[src/rtl/hazard_scoreboard_if.sv]
// Bundles the ID-stage request, the freeze/clear controls and the tracked
// pipeline state that the hazard scoreboard reports back to the pipeline.
interface hazard_scoreboard_if;
   logic        id_valid;
   logic [4:0]  id_rs;
   logic [4:0]  id_rt;
   logic [4:0]  id_rd;
   logic        id_reg_write;
   logic        id_mem_read;
   logic        id_branch;
   logic        mem_wait;
   logic        stat_clr;

   logic [4:0]  ID_EX_rd;
   logic [4:0]  EX_MEM_rd;
   logic [4:0]  MEM_WB_rd;
   logic        ID_EX_reg_write;
   logic        EX_MEM_reg_write;
   logic        MEM_WB_reg_write;
   logic        ID_EX_mem_read;
   logic        EX_MEM_mem_read;
   logic        stall;
   logic        bubble;
   logic [15:0] stall_count;

   // The pipeline control side drives requests and observes the scoreboard.
   modport master (
      output id_valid, id_rs, id_rt, id_rd, id_reg_write, id_mem_read,
             id_branch, mem_wait, stat_clr,
      input  ID_EX_rd, EX_MEM_rd, MEM_WB_rd,
             ID_EX_reg_write, EX_MEM_reg_write, MEM_WB_reg_write,
             ID_EX_mem_read, EX_MEM_mem_read, stall, bubble, stall_count
   );

   modport slave (
      input  id_valid, id_rs, id_rt, id_rd, id_reg_write, id_mem_read,
             id_branch, mem_wait, stat_clr,
      output ID_EX_rd, EX_MEM_rd, MEM_WB_rd,
             ID_EX_reg_write, EX_MEM_reg_write, MEM_WB_reg_write,
             ID_EX_mem_read, EX_MEM_mem_read, stall, bubble, stall_count
   );
endinterface

[src/rtl/hazard_scoreboard.sv]
// Tracks destination registers through ID/EX, EX/MEM and MEM/WB and raises
// load-use and branch stalls. Optional stall statistics: HAZARD_STATS_EN.
module hazard_scoreboard (
   input logic               clk,
   input logic               rst_n,
   hazard_scoreboard_if.slave sb
);

   typedef struct packed {
      logic [4:0] rd;
      logic       reg_write;
      logic       mem_read;
   } entry_t;

   entry_t     id_ex;
   entry_t     ex_mem;
   logic [4:0] mem_wb_rd;
   logic       mem_wb_reg_write;

   logic rs_used;
   logic rt_used;
   logic match_id_ex;
   logic match_ex_mem;
   logic hz_lu;
   logic hz_br;
   logic stall_int;
   logic bubble_int;

   // Register 0 is hardwired, so a zero source or destination never forms a dependency.
   always_comb begin
      rs_used      = (sb.id_rs != 5'd0);
      rt_used      = (sb.id_rt != 5'd0);
      match_id_ex  = (id_ex.rd != 5'd0) &&
                     ((rs_used && (id_ex.rd == sb.id_rs)) ||
                      (rt_used && (id_ex.rd == sb.id_rt)));
      match_ex_mem = (ex_mem.rd != 5'd0) &&
                     ((rs_used && (ex_mem.rd == sb.id_rs)) ||
                      (rt_used && (ex_mem.rd == sb.id_rt)));
   end

   // Branches resolve in ID, so they also wait on ALU results still in EX and loads in MEM.
   always_comb begin
      hz_lu = sb.id_valid & id_ex.mem_read & match_id_ex;
      hz_br = sb.id_valid & sb.id_branch &
              ((id_ex.reg_write & match_id_ex) |
               (ex_mem.mem_read & match_ex_mem));
   end

   // A memory freeze suppresses the bubble; the hazard is re-examined once the pipe moves.
   always_comb begin
      stall_int  = rst_n & (sb.mem_wait | hz_lu | hz_br);
      bubble_int = rst_n & ~sb.mem_wait & (hz_lu | hz_br);
   end

   always_ff @(posedge clk or negedge rst_n) begin
      if (!rst_n) begin
         id_ex            <= '0;
         ex_mem           <= '0;
         mem_wb_rd        <= 5'd0;
         mem_wb_reg_write <= 1'b0;
      end else if (!sb.mem_wait) begin
         mem_wb_rd        <= ex_mem.rd;
         mem_wb_reg_write <= ex_mem.reg_write;
         ex_mem           <= id_ex;
         if (sb.id_valid && !bubble_int) begin
            id_ex.rd        <= sb.id_rd;
            id_ex.reg_write <= sb.id_reg_write;
            id_ex.mem_read  <= sb.id_mem_read;
         end else begin
            id_ex <= '0;
         end
      end
   end

`ifdef HAZARD_STATS_EN
   logic [15:0] stall_count_q;

   // Counts bubble cycles, saturating rather than wrapping; a clear always wins.
   always_ff @(posedge clk or negedge rst_n) begin
      if (!rst_n) begin
         stall_count_q <= 16'd0;
      end else if (sb.stat_clr) begin
         stall_count_q <= 16'd0;
      end else if (bubble_int && (stall_count_q != 16'hFFFF)) begin
         stall_count_q <= stall_count_q + 16'd1;
      end
   end

   assign sb.stall_count = stall_count_q;
`else
   logic unused_stat_clr;

   assign unused_stat_clr = sb.stat_clr;
   assign sb.stall_count  = 16'd0;
`endif

   assign sb.ID_EX_rd         = id_ex.rd;
   assign sb.ID_EX_reg_write  = id_ex.reg_write;
   assign sb.ID_EX_mem_read   = id_ex.mem_read;
   assign sb.EX_MEM_rd        = ex_mem.rd;
   assign sb.EX_MEM_reg_write = ex_mem.reg_write;
   assign sb.EX_MEM_mem_read  = ex_mem.mem_read;
   assign sb.MEM_WB_rd        = mem_wb_rd;
   assign sb.MEM_WB_reg_write = mem_wb_reg_write;
   assign sb.stall            = stall_int;
   assign sb.bubble           = bubble_int;

endmodule

[src/flat_wrapper.sv]
// flat-port wrapper written by rule: the top's interface ports become plain ports
module hazard_scoreboard_flat 
  (clk, rst_n, sb_id_valid, sb_id_rs, sb_id_rt, sb_id_rd, sb_id_reg_write, sb_id_mem_read, sb_id_branch, sb_mem_wait, sb_stat_clr, sb_ID_EX_rd, sb_EX_MEM_rd, sb_MEM_WB_rd, sb_ID_EX_reg_write, sb_EX_MEM_reg_write, sb_MEM_WB_reg_write, sb_ID_EX_mem_read, sb_EX_MEM_mem_read, sb_stall, sb_bubble, sb_stall_count);
  hazard_scoreboard_if sb_i ();
  input logic clk;
  input logic rst_n;
  input wire logic [$bits(sb_i.id_valid)-1:0] sb_id_valid;
  input wire logic [$bits(sb_i.id_rs)-1:0] sb_id_rs;
  input wire logic [$bits(sb_i.id_rt)-1:0] sb_id_rt;
  input wire logic [$bits(sb_i.id_rd)-1:0] sb_id_rd;
  input wire logic [$bits(sb_i.id_reg_write)-1:0] sb_id_reg_write;
  input wire logic [$bits(sb_i.id_mem_read)-1:0] sb_id_mem_read;
  input wire logic [$bits(sb_i.id_branch)-1:0] sb_id_branch;
  input wire logic [$bits(sb_i.mem_wait)-1:0] sb_mem_wait;
  input wire logic [$bits(sb_i.stat_clr)-1:0] sb_stat_clr;
  output wire logic [$bits(sb_i.ID_EX_rd)-1:0] sb_ID_EX_rd;
  output wire logic [$bits(sb_i.EX_MEM_rd)-1:0] sb_EX_MEM_rd;
  output wire logic [$bits(sb_i.MEM_WB_rd)-1:0] sb_MEM_WB_rd;
  output wire logic [$bits(sb_i.ID_EX_reg_write)-1:0] sb_ID_EX_reg_write;
  output wire logic [$bits(sb_i.EX_MEM_reg_write)-1:0] sb_EX_MEM_reg_write;
  output wire logic [$bits(sb_i.MEM_WB_reg_write)-1:0] sb_MEM_WB_reg_write;
  output wire logic [$bits(sb_i.ID_EX_mem_read)-1:0] sb_ID_EX_mem_read;
  output wire logic [$bits(sb_i.EX_MEM_mem_read)-1:0] sb_EX_MEM_mem_read;
  output wire logic [$bits(sb_i.stall)-1:0] sb_stall;
  output wire logic [$bits(sb_i.bubble)-1:0] sb_bubble;
  output wire logic [$bits(sb_i.stall_count)-1:0] sb_stall_count;
  assign sb_i.id_valid = sb_id_valid;
  assign sb_i.id_rs = sb_id_rs;
  assign sb_i.id_rt = sb_id_rt;
  assign sb_i.id_rd = sb_id_rd;
  assign sb_i.id_reg_write = sb_id_reg_write;
  assign sb_i.id_mem_read = sb_id_mem_read;
  assign sb_i.id_branch = sb_id_branch;
  assign sb_i.mem_wait = sb_mem_wait;
  assign sb_i.stat_clr = sb_stat_clr;
  assign sb_ID_EX_rd = sb_i.ID_EX_rd;
  assign sb_EX_MEM_rd = sb_i.EX_MEM_rd;
  assign sb_MEM_WB_rd = sb_i.MEM_WB_rd;
  assign sb_ID_EX_reg_write = sb_i.ID_EX_reg_write;
  assign sb_EX_MEM_reg_write = sb_i.EX_MEM_reg_write;
  assign sb_MEM_WB_reg_write = sb_i.MEM_WB_reg_write;
  assign sb_ID_EX_mem_read = sb_i.ID_EX_mem_read;
  assign sb_EX_MEM_mem_read = sb_i.EX_MEM_mem_read;
  assign sb_stall = sb_i.stall;
  assign sb_bubble = sb_i.bubble;
  assign sb_stall_count = sb_i.stall_count;
  hazard_scoreboard u_core (.clk(clk), .rst_n(rst_n), .sb(sb_i));
endmodule
[config.mk]
export PLATFORM = sky130hd
export DESIGN_NAME = hazard_scoreboard_flat
export DESIGN_NICKNAME = d
export VERILOG_FILES = /design/src/rtl/hazard_scoreboard_if.sv /design/src/rtl/hazard_scoreboard.sv /design/src/flat_wrapper.sv
export SDC_FILE = /design/constraint.sdc
export NUM_CORES = 1
export LEC_CHECK = 0
export ABC_AREA = 1
export CAP_MARGIN = 20
export CORE_MARGIN = 5
export CORE_UTILIZATION = 34
export CTS_CLUSTER_DIAMETER = 100
export CTS_CLUSTER_SIZE = 12
export DETAILED_ROUTE_END_ITERATION = 10
export PLACE_DENSITY = 0.68
export SLEW_MARGIN = 20
export SYNTH_ARGS = -nofsm -noshare
export SYNTH_HDL_FRONTEND = slang
export SYNTH_SLANG_ARGS = --single-unit
export TNS_END_PERCENT = 50
[constraint.sdc]
create_clock -name clk -period 1.6 [get_ports clk]
set_input_delay 0.24 -clock clk [delete_from_list [all_inputs] [get_ports clk]]
set_output_delay 0.24 -clock clk [all_outputs]
set_load 0.05 [all_outputs]
==> results of run 1 <==
[metrics by stage]
stage | util | TNS [ns] | instance area [um^2] | worst slack (ns) | instances
after floorplan | - | -0.126 | 1460 | -0.0782 | 210
after global placement | 0.470 | -2.37 | 1870 | -0.370 | 296
after detailed placement | 0.470 | -2.61 | 1870 | -0.383 | 296
after CTS | 0.486 | -0.636 | 1930 | -0.352 | 301
after global routing | 0.492 | -1.91 | 1950 | -0.486 | 302
final | 0.492 | -0.635 | 1950 | -0.324 | 302
[synthesized netlist by cell type]
cell type  number
nand3_1        12
conb_1          1
inv_2           1
clkbuf_8        2
nand3_2         1
nor3_1          1
nand2_1        56
dfrtp_1        20
inv_1          26
buf_4          17
mux2_2          1
a21oi_1         4
nor2_1         25
o31ai_1         1
nand3_4         1
clkbuf_1        2
xnor2_1         9
o21ai_0         9
nand2_2         1
xor2_1          5
[cell families (layout without fill, tap and decap cells)]
| logic type | Yosys count | in the layout |
|---|---|---|
| other | 1 | 16 |
| AO/OA/AOI/OAI | 14 | 14 |
| flip-flops | 20 | 20 |
| AND/OR/NAND/NOR | 97 | 97 |
| XOR/XNOR | 14 | 14 |
| multiplexers | 1 | 1 |
| buffers and inverters | 48 | 90 |
[worst paths after layout]
check | end | slack, ns | depth (start not counted)
setup reg to reg | u_core.sb.ID_EX_rd[2]$_DFFE_PN0N_ | 0.02 | 11
hold reg to reg | u_core.sb.MEM_WB_rd[0]$_DFFE_PN0N_ | 0.49 | 2
min in group clk | u_core.sb.MEM_WB_rd[0]$_DFFE_PN0N_ | 0.49 | 2
hold / removal | u_core.sb.MEM_WB_reg_write$_DFFE_PN0N_ | 0.37 | 2
setup / recovery | sb_stall | -0.32 | 10
max in group asynchronous | u_core.sb.EX_MEM_rd[1]$_DFFE_PN0N_ | 1.00 | 2
[cell type report]
class                      count  area share
timing repair buffer          59       0.261
sequential                    20       0.263
inverter                      27      0.0538
tap                           50      0.0320
multi-input combinational    142       0.363
clock buffer                   4      0.0282
[cells in the final DEF (no fill, tap or decap), drive strengths merged]
master,netlist,final
a21oi,4,4
buf,17,38
clkbuf,4,4
clkdlybuf4s50,0,12
clkinvlp,0,1
conb,1,16
dfrtp,20,20
dlygate4sd2,0,9
inv,27,26
mux2,1,1
nand2,57,57
nand3,14,14
nor2,25,25
nor3,1,1
o21ai,9,9
o31ai,1,1
xnor2,9,9
xor2,5,5
[critical path, stage by stage (launching register included)]
cell	delay [ns]
dfrtp_2	0.46
xnor2_1	0.17
nand2_1	0.07
nor2_1	0.09
nand2_1	0.07
nand2_1	0.06
nand2_1	0.05
nand2_2	0.13
a21oi_4	0.08
nor2_4	0.11
buf_12	0.14
[per-layer routing]
layer,vias to the layer above,routed length (um)
met3,2,240
li1,672,-
met1,534,1450
met2,35,1660
met4,0,14
met5,-,0
[state kept, by name (all words and copies together), names as in the netlist]
| name | cells |
|---|---|
| u_core.sb.EX_MEM_mem_read | 1 |
| u_core.sb.EX_MEM_rd | 5 |
| u_core.sb.EX_MEM_reg_write | 1 |
| u_core.sb.ID_EX_mem_read | 1 |
| u_core.sb.ID_EX_rd | 5 |
| u_core.sb.ID_EX_reg_write | 1 |
| u_core.sb.MEM_WB_rd | 5 |
| u_core.sb.MEM_WB_reg_write | 1 |
[power groups by stage]
stage	logic, uW	clock network (uW)	registers (uW)
floorplan	291	0	793
global placement	658	0	627
detailed placement	664	0	628
CTS	664	396	619
global route	716	419	628
finish	667	390	618
[timing repair]
action,4_1_cts,5_1_grt
cloned,0,0
setup endpoints to repair,8,9
gates resized for setup,11,3
setup buffers,1,1
pin swaps,3,6
==> results_dict.tcl, run 1 <==
set metrics [dict create \
    status "finished, violations left" \
    violations "setup timing" \
    seq_area_frac_synth 0.363 \
    fill_cells 408 \
    wl_mm 3.37 \
    wire_per_inst_um 11.1 \
    multi_input_area_um2 708 \
    grt_pass1_wl_mm 5.36 \
    path_class "reg2out" \
    synth_top_family_by_area "simple AND/OR/NAND/NOR gates" \
    cts_hold_buf 0 \
    num_rows 23 \
    die_area_mm2 0.00542 \
    critPathLaunch "u_core.sb.ID_EX_rd[1]$_DFFE_PN0N_" \
    ant_nets 0 \
    rsz0062_at_grt "true" \
    area_delta_synth_final_pct 41.8 \
    clock.fmax_mhz 520 \
    avgSynthCellArea_um2 7.06 \
    die_y_um 73.7 \
    worstSetupEndpointType "output port" \
    yosys.area_share.simple 0.292 \
    synthesis.area_mm2 0.00138 \
    hold_slack_ns 0.373 \
    clk_latency_ns 0.26 \
    ios 61 \
    p_leak_uw 0.00105 \
    clkSinkCount 20 \
    synth_top_cells_by_area "dfrtp_1, nand2_1, buf_4, inv_1, nor2_1" \
    use_met3 0.0246 \
    power_uw 1670 \
    post-route-period-util 1.20 \
    p_sw_frac 0.400 \
    drt_iter0_markers 71 \
    grt_usage 0.127 \
    htreeDepth 1 \
    grt_max_degree 21 \
    hold_viol_final 0 \
    synth_xor_area_frac 0.0890 \
    gp_congestion 0.836 \
    crit_fanout 6 \
    clk_path_buf_depth 2 \
    overflow 0 \
    clkTransAtPathRegs_ns 0.08 \
    synth_top_cell_by_area "dfrtp_1" \
    synth_fa_ha_area_frac 0 \
    startpoint_type "flop" \
    cp.required_ns 1.36 \
    dpl.hpwl_mm 2.67 \
    pwr-share-comb 0.398 \
    antenna_found_initial 0 \
    drive_gt1_frac 0.274 \
    synth_compound_area_frac 0.0527 \
    busiest_layer "met2" \
    synth_mux_area_frac 0.00817 \
    r2r_start "u_core.sb.ID_EX_rd[1]$_DFFE_PN0N_" \
    yosysWarnings 0 \
    met2_usage 0.215 \
    netlist.area_leader.share 0.363 \
    netlist_instances 195 \
    root_buffer "clkbuf_8" \
    switchingPower_uw 670 \
    holdCritPathClass "in2async" \
    fin_skew_ns 0.00562 \
    via_count 1243 \
    die_x_um 73.7 \
    ff_latch_area_um2 513 \
    arrival_ns 1.68 \
    n_antenna_cell 0 \
    cts_tree "done" \
    coreArea_mm2 0.00397 \
    io_buffers 43 \
    vdd_drop_max_mv 0.272 \
    initial_utilization 0.347 \
    cts_made_buffers 3 \
    powerDensity_mw_per_mm2 857 \
    internal_power_uw 1000 \
    drv_cap 0 \
    grt_pass1_vias 1171 \
    ys_types 20 \
    final-setup-viol-count 2 \
    dr.pass1.iters 4 \
    nNetsFinal 276 \
    route.detailed.drc 0 \
    ys_ff_latch 20 \
    layout_setup_ws_ns -0.324 \
    power_frac_seq 0.369 \
    clkPwrFrac 0.233 \
    met1_usage 0.163 \
    drv_slew 0 \
    via_per_inst 4.12 \
    period_minus_slack_ns 1.92 \
]
Power figures use the tool's default switching activity.
==> run 2: changes to the inputs <==
Settings changed: CTS_CLUSTER_DIAMETER 100 to unset.
==> results of run 2 <==
The final DEF is identical to that of run 1; final timing and power are the same.
